File: config.mk
export PLATFORM = sky130hd
export DESIGN_NAME = conv_layer_scheduler_flat
export DESIGN_NICKNAME = d
export VERILOG_FILES = /design/src/rtl/conv_pkg.sv /design/src/rtl/conv_layer_scheduler_if.sv /design/src/rtl/conv_pos_counter.sv /design/src/rtl/conv_layer_scheduler.sv /design/src/flat_wrapper.sv
export SDC_FILE = /design/constraint.sdc
export NUM_CORES = 1
export LEC_CHECK = 0
export BUFFER_PORTS_ARGS = -buffer_cell sky130_fd_sc_hd__buf_2
export CORE_ASPECT_RATIO = 0.9
export CORE_MARGIN = 3
export CORE_UTILIZATION = 40
export DETAILED_ROUTE_END_ITERATION = 10
export PLACE_DENSITY = 0.61
export REMOVE_ABC_BUFFERS = 1
export SYNTH_ARGS = -nofsm -noshare
export SYNTH_HDL_FRONTEND = slang
export SYNTH_SLANG_ARGS = --single-unit
File: constraint.sdc
create_clock -name clk -period 2.8 [get_ports clk]
set_clock_uncertainty 0.1 [all_clocks]
set_input_delay 0.42 -clock clk [delete_from_list [all_inputs] [get_ports clk]]
set_output_delay 0.42 -clock clk [all_outputs]
set_load 0.005 [all_outputs]
File: src/rtl/conv_pkg.sv
// Shared constants for the conv layer scheduler: FSM state encoding, address widths, default geometry.
// Pure declarations; no logic.
package conv_pkg;
    localparam int IMG_AW    = 10;
    localparam int W_AW      = 8;
    localparam int RES_W     = 13;
    localparam int DEF_IMG_W = 32;
    localparam int DEF_K     = 5;

    localparam logic [2:0] IDLE  = 3'd0;
    localparam logic [2:0] ISSUE = 3'd1;
    localparam logic [2:0] WAIT  = 3'd2;
    localparam logic [2:0] DRAIN = 3'd3;
    localparam logic [2:0] DONE  = 3'd4;
endpackage

File: src/rtl/conv_layer_scheduler_if.sv
// Layer control, window-generator and result-write signals of the scheduler.
// master = scheduler side, slave = surrounding control / generator / output buffer.
interface conv_layer_scheduler_if;
    import conv_pkg::*;

    logic              start;
    logic              busy;
    logic              done;
    logic              agu_start;
    logic [IMG_AW-1:0] agu_img_base;
    logic [W_AW-1:0]   agu_w_base;
    logic              agu_done;
    logic              res_wr_en;
    logic [RES_W-1:0]  res_addr;

    modport master (
        input  start, agu_done,
        output busy, done, agu_start, agu_img_base, agu_w_base, res_wr_en, res_addr
    );

    modport slave (
        output start, agu_done,
        input  busy, done, agu_start, agu_img_base, agu_w_base, res_wr_en, res_addr
    );
endinterface

File: src/rtl/conv_pos_counter.sv
// Nested col/row/ch position counter; one step per output pixel, clr restarts at (0,0,0).
// Wrap and last flags decode the current position combinationally.
module conv_pos_counter #(
    parameter int OUT_SIZE   = 28,
    parameter int NUM_OUT_CH = 6
) (
    input  logic clk,
    input  logic rst,
    input  logic clr,
    input  logic step,
    output logic col_wrap,
    output logic row_wrap,
    output logic last
);
    localparam int CW  = (OUT_SIZE > 1) ? $clog2(OUT_SIZE) : 1;
    localparam int CHW = $clog2(NUM_OUT_CH + 1);

    logic [CW-1:0]  col;
    logic [CW-1:0]  row;
    logic [CHW-1:0] ch;

    always_ff @(posedge clk) begin
        if (rst || clr) begin
            col <= '0;
            row <= '0;
            ch  <= '0;
        end else if (step) begin
            if (col_wrap) begin
                col <= '0;
                if (row_wrap) begin
                    row <= '0;
                    ch  <= ch + 1'b1;
                end else begin
                    row <= row + 1'b1;
                end
            end else begin
                col <= col + 1'b1;
            end
        end
    end

    assign col_wrap = (col == CW'(OUT_SIZE - 1));
    assign row_wrap = (row == CW'(OUT_SIZE - 1));
    assign last     = col_wrap && row_wrap && (ch == CHW'(NUM_OUT_CH - 1));
endmodule

File: src/rtl/conv_layer_scheduler.sv
// Walks ch/row/col of one conv layer: one window launch per pixel, result write DRAIN_CYCLES after agu_done.
// No backpressure beyond agu_done pacing; CONV_SCHED_PERF_EN adds a saturating busy-cycle counter on perf_cycles.
module conv_layer_scheduler
    import conv_pkg::*;
#(
    parameter int IMG_W        = DEF_IMG_W,
    parameter int K            = DEF_K,
    parameter int NUM_OUT_CH   = 6,
    parameter int DRAIN_CYCLES = 3
) (
    input  logic        clk,
    input  logic        rst,
`ifdef CONV_SCHED_PERF_EN
    output logic [31:0] perf_cycles,
`endif
    conv_layer_scheduler_if.master bus
);
    localparam int OUT_SIZE = IMG_W - K + 1;
    localparam int W_STEP   = K * K;
    localparam int DW       = (DRAIN_CYCLES > 1) ? $clog2(DRAIN_CYCLES) : 1;

    logic [2:0]        state;
    logic [DW-1:0]     drain_cnt;
    logic [IMG_AW-1:0] row_base;
    logic              accept;
    logic              step;
    logic              col_wrap;
    logic              row_wrap;
    logic              last;

    assign accept = (state == IDLE) && bus.start;
    assign step   = (state == DRAIN) && (drain_cnt == '0);

    conv_pos_counter #(
        .OUT_SIZE   (OUT_SIZE),
        .NUM_OUT_CH (NUM_OUT_CH)
    ) u_pos (
        .clk      (clk),
        .rst      (rst),
        .clr      (accept),
        .step     (step),
        .col_wrap (col_wrap),
        .row_wrap (row_wrap),
        .last     (last)
    );

    always_ff @(posedge clk) begin
        if (rst) begin
            state            <= IDLE;
            drain_cnt        <= '0;
            row_base         <= '0;
            bus.busy         <= 1'b0;
            bus.done         <= 1'b0;
            bus.agu_start    <= 1'b0;
            bus.agu_img_base <= '0;
            bus.agu_w_base   <= '0;
            bus.res_wr_en    <= 1'b0;
            bus.res_addr     <= '0;
        end else begin
            bus.agu_start <= 1'b0;
            bus.res_wr_en <= 1'b0;
            bus.done      <= 1'b0;
            case (state)
                IDLE: begin
                    if (bus.start) begin
                        state            <= ISSUE;
                        bus.busy         <= 1'b1;
                        bus.agu_start    <= 1'b1;
                        row_base         <= '0;
                        bus.agu_img_base <= '0;
                        bus.agu_w_base   <= '0;
                        bus.res_addr     <= '0;
                    end
                end
                ISSUE: state <= WAIT;
                WAIT: begin
                    if (bus.agu_done) begin
                        state         <= DRAIN;
                        drain_cnt     <= DW'(DRAIN_CYCLES - 1);
                        // Strobe is registered, so it is raised on entry to the final drain cycle.
                        bus.res_wr_en <= (DRAIN_CYCLES == 1);
                    end
                end
                DRAIN: begin
                    if (drain_cnt == '0) begin
                        bus.res_addr <= bus.res_addr + 1'b1;
                        if (!col_wrap) begin
                            bus.agu_img_base <= bus.agu_img_base + 1'b1;
                        end else if (!row_wrap) begin
                            row_base         <= row_base + IMG_AW'(IMG_W);
                            bus.agu_img_base <= row_base + IMG_AW'(IMG_W);
                        end else begin
                            row_base         <= '0;
                            bus.agu_img_base <= '0;
                            bus.agu_w_base   <= bus.agu_w_base + W_AW'(W_STEP);
                        end
                        if (last) begin
                            state    <= DONE;
                            bus.done <= 1'b1;
                        end else begin
                            state         <= ISSUE;
                            bus.agu_start <= 1'b1;
                        end
                    end else begin
                        drain_cnt     <= drain_cnt - 1'b1;
                        bus.res_wr_en <= (drain_cnt == DW'(1));
                    end
                end
                DONE: begin
                    state    <= IDLE;
                    bus.busy <= 1'b0;
                end
                default: state <= IDLE;
            endcase
        end
    end

`ifdef CONV_SCHED_PERF_EN
    always_ff @(posedge clk) begin
        if (rst || accept) begin
            perf_cycles <= '0;
        end else if (bus.busy && (perf_cycles != '1)) begin
            perf_cycles <= perf_cycles + 1'b1;
        end
    end
`endif
endmodule
File: src/flat_wrapper.sv
// flat-port wrapper written by rule: the top's interface ports become plain ports
module conv_layer_scheduler_flat import conv_pkg::*;
#(
    parameter int IMG_W        = DEF_IMG_W,
    parameter int K            = DEF_K,
    parameter int NUM_OUT_CH   = 6,
    parameter int DRAIN_CYCLES = 3
)
  (clk, rst, bus_start, bus_agu_done, bus_busy, bus_done, bus_agu_start, bus_agu_img_base, bus_agu_w_base, bus_res_wr_en, bus_res_addr);
  conv_layer_scheduler_if bus_i ();
  input  logic clk;
  input  logic rst;
  input wire logic [$bits(bus_i.start)-1:0] bus_start;
  input wire logic [$bits(bus_i.agu_done)-1:0] bus_agu_done;
  output wire logic [$bits(bus_i.busy)-1:0] bus_busy;
  output wire logic [$bits(bus_i.done)-1:0] bus_done;
  output wire logic [$bits(bus_i.agu_start)-1:0] bus_agu_start;
  output wire logic [$bits(bus_i.agu_img_base)-1:0] bus_agu_img_base;
  output wire logic [$bits(bus_i.agu_w_base)-1:0] bus_agu_w_base;
  output wire logic [$bits(bus_i.res_wr_en)-1:0] bus_res_wr_en;
  output wire logic [$bits(bus_i.res_addr)-1:0] bus_res_addr;
  assign bus_i.start = bus_start;
  assign bus_i.agu_done = bus_agu_done;
  assign bus_busy = bus_i.busy;
  assign bus_done = bus_i.done;
  assign bus_agu_start = bus_i.agu_start;
  assign bus_agu_img_base = bus_i.agu_img_base;
  assign bus_agu_w_base = bus_i.agu_w_base;
  assign bus_res_wr_en = bus_i.res_wr_en;
  assign bus_res_addr = bus_i.res_addr;
  conv_layer_scheduler #(.IMG_W(IMG_W), .K(K), .NUM_OUT_CH(NUM_OUT_CH), .DRAIN_CYCLES(DRAIN_CYCLES)) u_core (.clk(clk), .rst(rst), .bus(bus_i));
endmodule
==> After elaboration in Yosys (flattened, before gate mapping) <==
Cells that the tools add are included.
{ "op_classes": {"n_addsub": 8, "multipliers": 0, "div_mod_pow": 0, "magnitude_cmp": 0, "eq_ne": 14, "shift": 0, "mux": 33, "n_bitwise": 2, "n_reduce_logical": 20} }
{ "ops": {"columns": ["op", "count"], "rows": [
  ["$mux W10", 6],
  ["$pmux W10 S2", 2],
  ["$mux W8", 4],
  ["$mux W13", 2],
  ["$pmux W13 S2", 1],
  ["$pmux W8 S2", 1],
  ["$add A13 B1 Y13 const B", 1],
  ["$mux W3", 4],
  ["$pmux W3 S4", 1],
  ["$reduce_and A3 Y1", 4],
  ["$add A10 B1 Y10 const B", 1],
  ["$add A10 B6 Y10 const B", 1],
  ["$add A5 B1 Y5 const B", 2],
  ["$eq A5 B5 Y1 const B", 2],
  ["$mux W5", 2],
  ["$add A8 B5 Y8 const B", 1],
  ["$ne A2 B2 Y1 const B", 4],
  ["$eq A3 B2 Y1 const B", 2],
  ["$eq A3 B3 Y1 const B", 2],
  ["$reduce_bool A2 Y1", 3],
  ["$reduce_or A3 Y1", 2],
  ["$mux W1", 5],
  ["$reduce_and A5 Y1", 1],
  ["$logic_and A1 B1 Y1", 4],
  ["other kinds (14)", 19]
]} }
{ "word_totals": {"regBits": 63, "latchBits": 0, "ram_bits": 0, "romBits": 0, "input_bits": 4, "output_inout_bits": 35, "word_cells": 90, "n_memories": 0} }

==> Longest topological paths before layout <==
{ "depth": {"ltp_word": 6, "mapped_depth": 9, "depth_no_buf": 7} }

==> Cells and area by module <==
A second synthesis with hierarchy kept.
{ "unflattened": {"cells_unflattened": 375, "area_unflattened_um2": 3233.1} }
{ "by_module_without_submodules": {"columns": ["mod", "instances", "cells_each", "area_each_um2", "seq_area_each_um2"], "rows": [
  ["conv_layer_scheduler", 1, 298, 2532.4, 1001.0],
  ["conv_pos_counter", 1, 77, 700.7, 260.2]
]} }

==> Least setup slack after synthesis <==
No wires, ideal clock.
{ "synth_timing": {"path_type": "register -> register", "start": "reg u_core.u_pos.row[0]", "end": "reg u_core.bus.agu_w_base[6]", "setup_time_ps": 128, "t_arrival_ps": 1628, "required_time_ps": 2572, "setup_slack_ps": 945, "stages_incl_launch_ff": 8, "path_buffers": 1, "synth_period_minus_slack_ps": 1855, "cell_sequence": "dfxtp_1 > ha_1 > and4b_1 > clkbuf_1 > o22ai_2 > nor4b_1 > xnor2_1 > nor2_1"} }
{ "synth_between": {"elab_chain_cells": 3} }
{ "synth_lines": {"columns": ["element", "line", "source"], "rows": [
  ["start: declaration", "conv_pos_counter.sv:19", "logic [CW-1:0] row;"],
  ["start signal: assignment", "conv_pos_counter.sv:34", "row <= row + 1'b1;"],
  ["$eq A5 B5 Y1", "conv_pos_counter.sv:43", "assign row_wrap = (row == CW'(OUT_SIZE - 1));"],
  ["$ne A2 B1 Y1 (no source line)", null, null],
  ["$reduce_and A5 Y1 (no source line)", null, null],
  ["end signal: assignment", "conv_layer_scheduler.sv:95", "bus.agu_w_base <= bus.agu_w_base + W_AW'(W_STEP);"],
  ["end: declaration", "conv_layer_scheduler_if.sv:18", "output busy, done, agu_start, agu_img_base, agu_w_base, res_wr_en, res_addr"]
]} }
No other way between the ends.
A chain may end at the register's enable or synchronous reset.

==> Worst setup path in the final report <==
{ "layout_timing": {"start": "reg u_core.drain_cnt[0]", "end": "reg u_core.row_base[7]"} }
{ "layout_between": {"elab_chain_cells": 3} }
{ "layout_lines": {"columns": ["element", "line", "source"], "rows": [
  ["start: declaration", "conv_layer_scheduler.sv:23", "logic [DW-1:0] drain_cnt;"],
  ["start signal: assignment", "conv_layer_scheduler.sv:79", "drain_cnt <= DW'(DRAIN_CYCLES - 1);"],
  ["start signal: assignment", "conv_layer_scheduler.sv:105", "drain_cnt <= drain_cnt - 1'b1;"],
  ["$logic_not A2 Y1", "conv_layer_scheduler.sv:85", "if (drain_cnt == '0) begin"],
  ["$ne A2 B2 Y1 (no source line)", null, null],
  ["$reduce_and A4 Y1 (no source line)", null, null],
  ["end signal: assignment", "conv_layer_scheduler.sv:90", "row_base <= row_base + IMG_AW'(IMG_W);"],
  ["end: declaration", "conv_layer_scheduler.sv:24", "logic [IMG_AW-1:0] row_base;"]
]} }
No other way between the ends.

==> impl_metrics.yaml <==
grt:
  track_usage_pct: 16.9
  antenna_found_initial: 0
  grt-ovfl-total: 0
  grt_max_degree: 27
  grt_pass1_wl_mm: 11.7
  grt_pass1_vias: 2439
detailed_routing:
  wl_met2_mm: 2.96
  firstDrtPassIters: 4
  routed_wl_mm: 6.70
  drt-met1-wl_mm: 3.37
  drtIter0Drc: 103
  top_layer: "met4"
  vias: 2575
  wl_per_cell_um: 13.7
  drc: 0
  wl_met3_um: 287
  antenna_left: 0
  viasPerCell: 5.27
yosys:
  synthCells: 348
  yosys-top-cells-area: "dfxtp_1 (42%), nor2_1 (7.1%), xnor2_1 (4.7%)"
  yosysTopAreaCell: "dfxtp_1"
  syn-cell-area_sq_um: 2970
  yosysWarnings: 0
  ys_ff_latch: 63
  syn_area_per_cell_sq_um: 8.53
  yosysUniqueCellTypes: 43
  synth_top_area_share_pct: 42.5
  async_reset_ff_share_pct: 0
  ys.flop_type: "dfxtp_1"
  ys_seq_area_share_pct: 42.5
  synth_edf_count: 0
setup_path:
  cpMostUsedCell: "nor2_1"
  cp.required_ns: 2.95
  end_kind: "flop"
  slowest_delay_ns: 0.61
  cp_max_fo: 14
  crit_slowest_cell: "nor2_1"
  path_cells: "inv_1 -> ha_1 -> and4b_1 -> nor2_1 -> nor2_1 -> a311oi_1"
  cp.arrival_ns: 2.49
  worst-setup-path-type: "reg -> reg"
  start_kind: "flop"
sta:
  hold_violations: 0
  min_period_ns: 2.34
  slew_headroom_pct: 53.4
  worst-slew-pin-transition_ns: 0.696
  fmax_ghz: 0.427
  slew_viol_final: 0
  setup_viol: 0
  finalCritPeriodShare_pct: 83.6
  tns_ns: 0
  rsz0062_at_grt: "false"
floorplanning:
  dieHeight_um: 87.7
  dieArea_sq_um: 8490
  start_util_pct: 41.7
  dieWidth_um: 96.8
  rows: 29
  core_sq_um: 7110
  io_pins: 39
power:
  p_sw_share_pct: 26.0
  leakage_nw: 1.33
  p_int_mw: 1.33
  ir_drop_mv: 0.228
  power.switching_uw: 466
  seq_power_share_pct: 51.9
  clock_power_share_pct: 40.3
  p_comb_share_pct: 7.8
  p_per_area_nw_per_um2: 518
hold_path:
  hp-class: "in -> reg"
cts:
  htreeDepth: 3
  numClockSinks: 63
  cts_resized: 0
  cts_hold_buf: 0
  clkLatencyLatePin_ns: 0.34
  cts_tree: "built"
  post_cts_buffers: 0
  cts.clk_slew.worst_paths_ns: 0.07
  clockRootBuffer: "clkbuf_8"
  cts_made_buffers: 9
  cts_buffer_depth: 2
finish:
  layout_commonest_cell: "dfxtp_1"
  fin_cells: 489
  drive_above_1_share_pct: 17.4
  fillers: 717
  area_growth_pct: 16.5
  regArea_sq_um: 1260
  final_cell_mix: "dfxtp_1 (63), nor2_1 (56), buf_2 (38), nand2_1 (22), a21oi_1 (22)"
  antennaDiodeCount: 0
  final_nets: 405
  multi_input_area_sq_um: 1600
flow_run:
  cap_violations: 0
placed_design:
  port_buffers: 38
  gp_congestion: 0.798
  place_hpwl_mm: 4.73
  place_inst: 473
run_status:
  status: "finished, final reports clean"
==> critical path: cells and delay by family (launching register included) <==
family | cells | cell delay, ns
buffers and inverters | 1 | 0.06
adders and majority gates | 1 | 0.28
DFF | 1 | 0.37
and+or+nand+nor | 3 | 1.16
AOI/OAI and AO/OA | 1 | 0.27
==> flip-flops by register name, summed over array words and instances, names as in the netlist, 2 cells and up <==
signal,count
u_core.row_base,10
u_core.u_pos.ch,3
u_core.u_pos.row,5
u_core.bus.agu_w_base,8
u_core.bus.agu_img_base,10
u_core.drain_cnt,2
u_core.u_pos.col,5
u_core.bus.res_addr,13
u_core.state,3
==> synth_stat cells, types with 5 or more instances <==
master	instances
dfxtp_1	63
nor2_1	56
a21oi_1	22
nand2_1	22
o21ai_0	17
xnor2_1	16
nand3_1	15
clkbuf_1	11
nor3_1	11
ha_1	10
inv_1	9
nand4_1	9
a211oi_1	8
xor2_1	8
and3_1	6
and2_1	5
==> final timing paths <==
check / cells past startpoint / end / start / slack (ns)
min: 3 / u_core.bus.busy$_SDFFE_PP0P_ / bus_start / 0.32
min reg2reg: 1 / u_core.row_base[1]$_SDFFE_PP0P_ / u_core.row_base[1]$_SDFFE_PP0P_ / 0.37
max reg2reg: 6 / u_core.row_base[7]$_SDFFE_PP0P_ / u_core.drain_cnt[0]$_SDFFE_PP0P_ / 0.46
max: 6 / u_core.row_base[7]$_SDFFE_PP0P_ / u_core.drain_cnt[0]$_SDFFE_PP0P_ / 0.46
==> through the flow <==
stage | utilization, % | setup slack, ns | total power [mW] | hold slack (ns) | instance area, sq um
after floorplan | - | 0.735 | 1.03 | 0.329 | 2900
after global placement | 46.0 | 0.581 | 1.09 | 0.346 | 3270
after detailed placement | 46.0 | 0.496 | 1.09 | 0.354 | 3270
after CTS | 48.6 | 0.423 | 1.82 | 0.310 | 3460
after global routing | 48.6 | 0.217 | 1.88 | 0.322 | 3460
final | 48.6 | 0.458 | 1.79 | 0.318 | 3460
==> power groups by stage <==
stage	Sequential [mW]	Clock (mW)	Combinational, mW
after global placement	0.948	0	0.139
final	0.929	0.722	0.140
after CTS	0.928	0.745	0.142
after global routing	0.931	0.793	0.157
after detailed placement	0.949	0	0.141
after floorplan	0.946	0	0.0866
==> per-layer routing <==
metal	GRT usage, %	up-vias
li1	-	1327
met1	22.1	1189
met2	27.2	50
met3	5.10	9
met4	4.97	0
met5	0	-
==> cells by family (layout without fill, tap and decap cells) <==
| group | Yosys count | in the layout | synth area share, % |
|---|---|---|---|
| AND/OR/NAND/NOR | 157 | 157 | 27.7 |
| AO/OA/AOI/OAI | 66 | 66 | 13.7 |
| flip-flops | 63 | 63 | 42.5 |
| XOR/XNOR | 24 | 24 | 7.08 |
| buffers and inverters | 24 | 72 | 3.46 |
| adder cells (fa/ha/maj) | 10 | 10 | 4.22 |
| multiplexers | 4 | 4 | 1.35 |
==> layout make-up <==
type                            count  area share, %
Clock inverter                      5          0.941
Timing Repair Buffer               47           7.46
Tap cell                           93           3.37
Sequential cell                    63           36.5
Clock buffer                       11           4.38
Multi-Input combinational cell    261           46.4
Inverter                            9          0.977
Power figures use the tool's default switching activity.
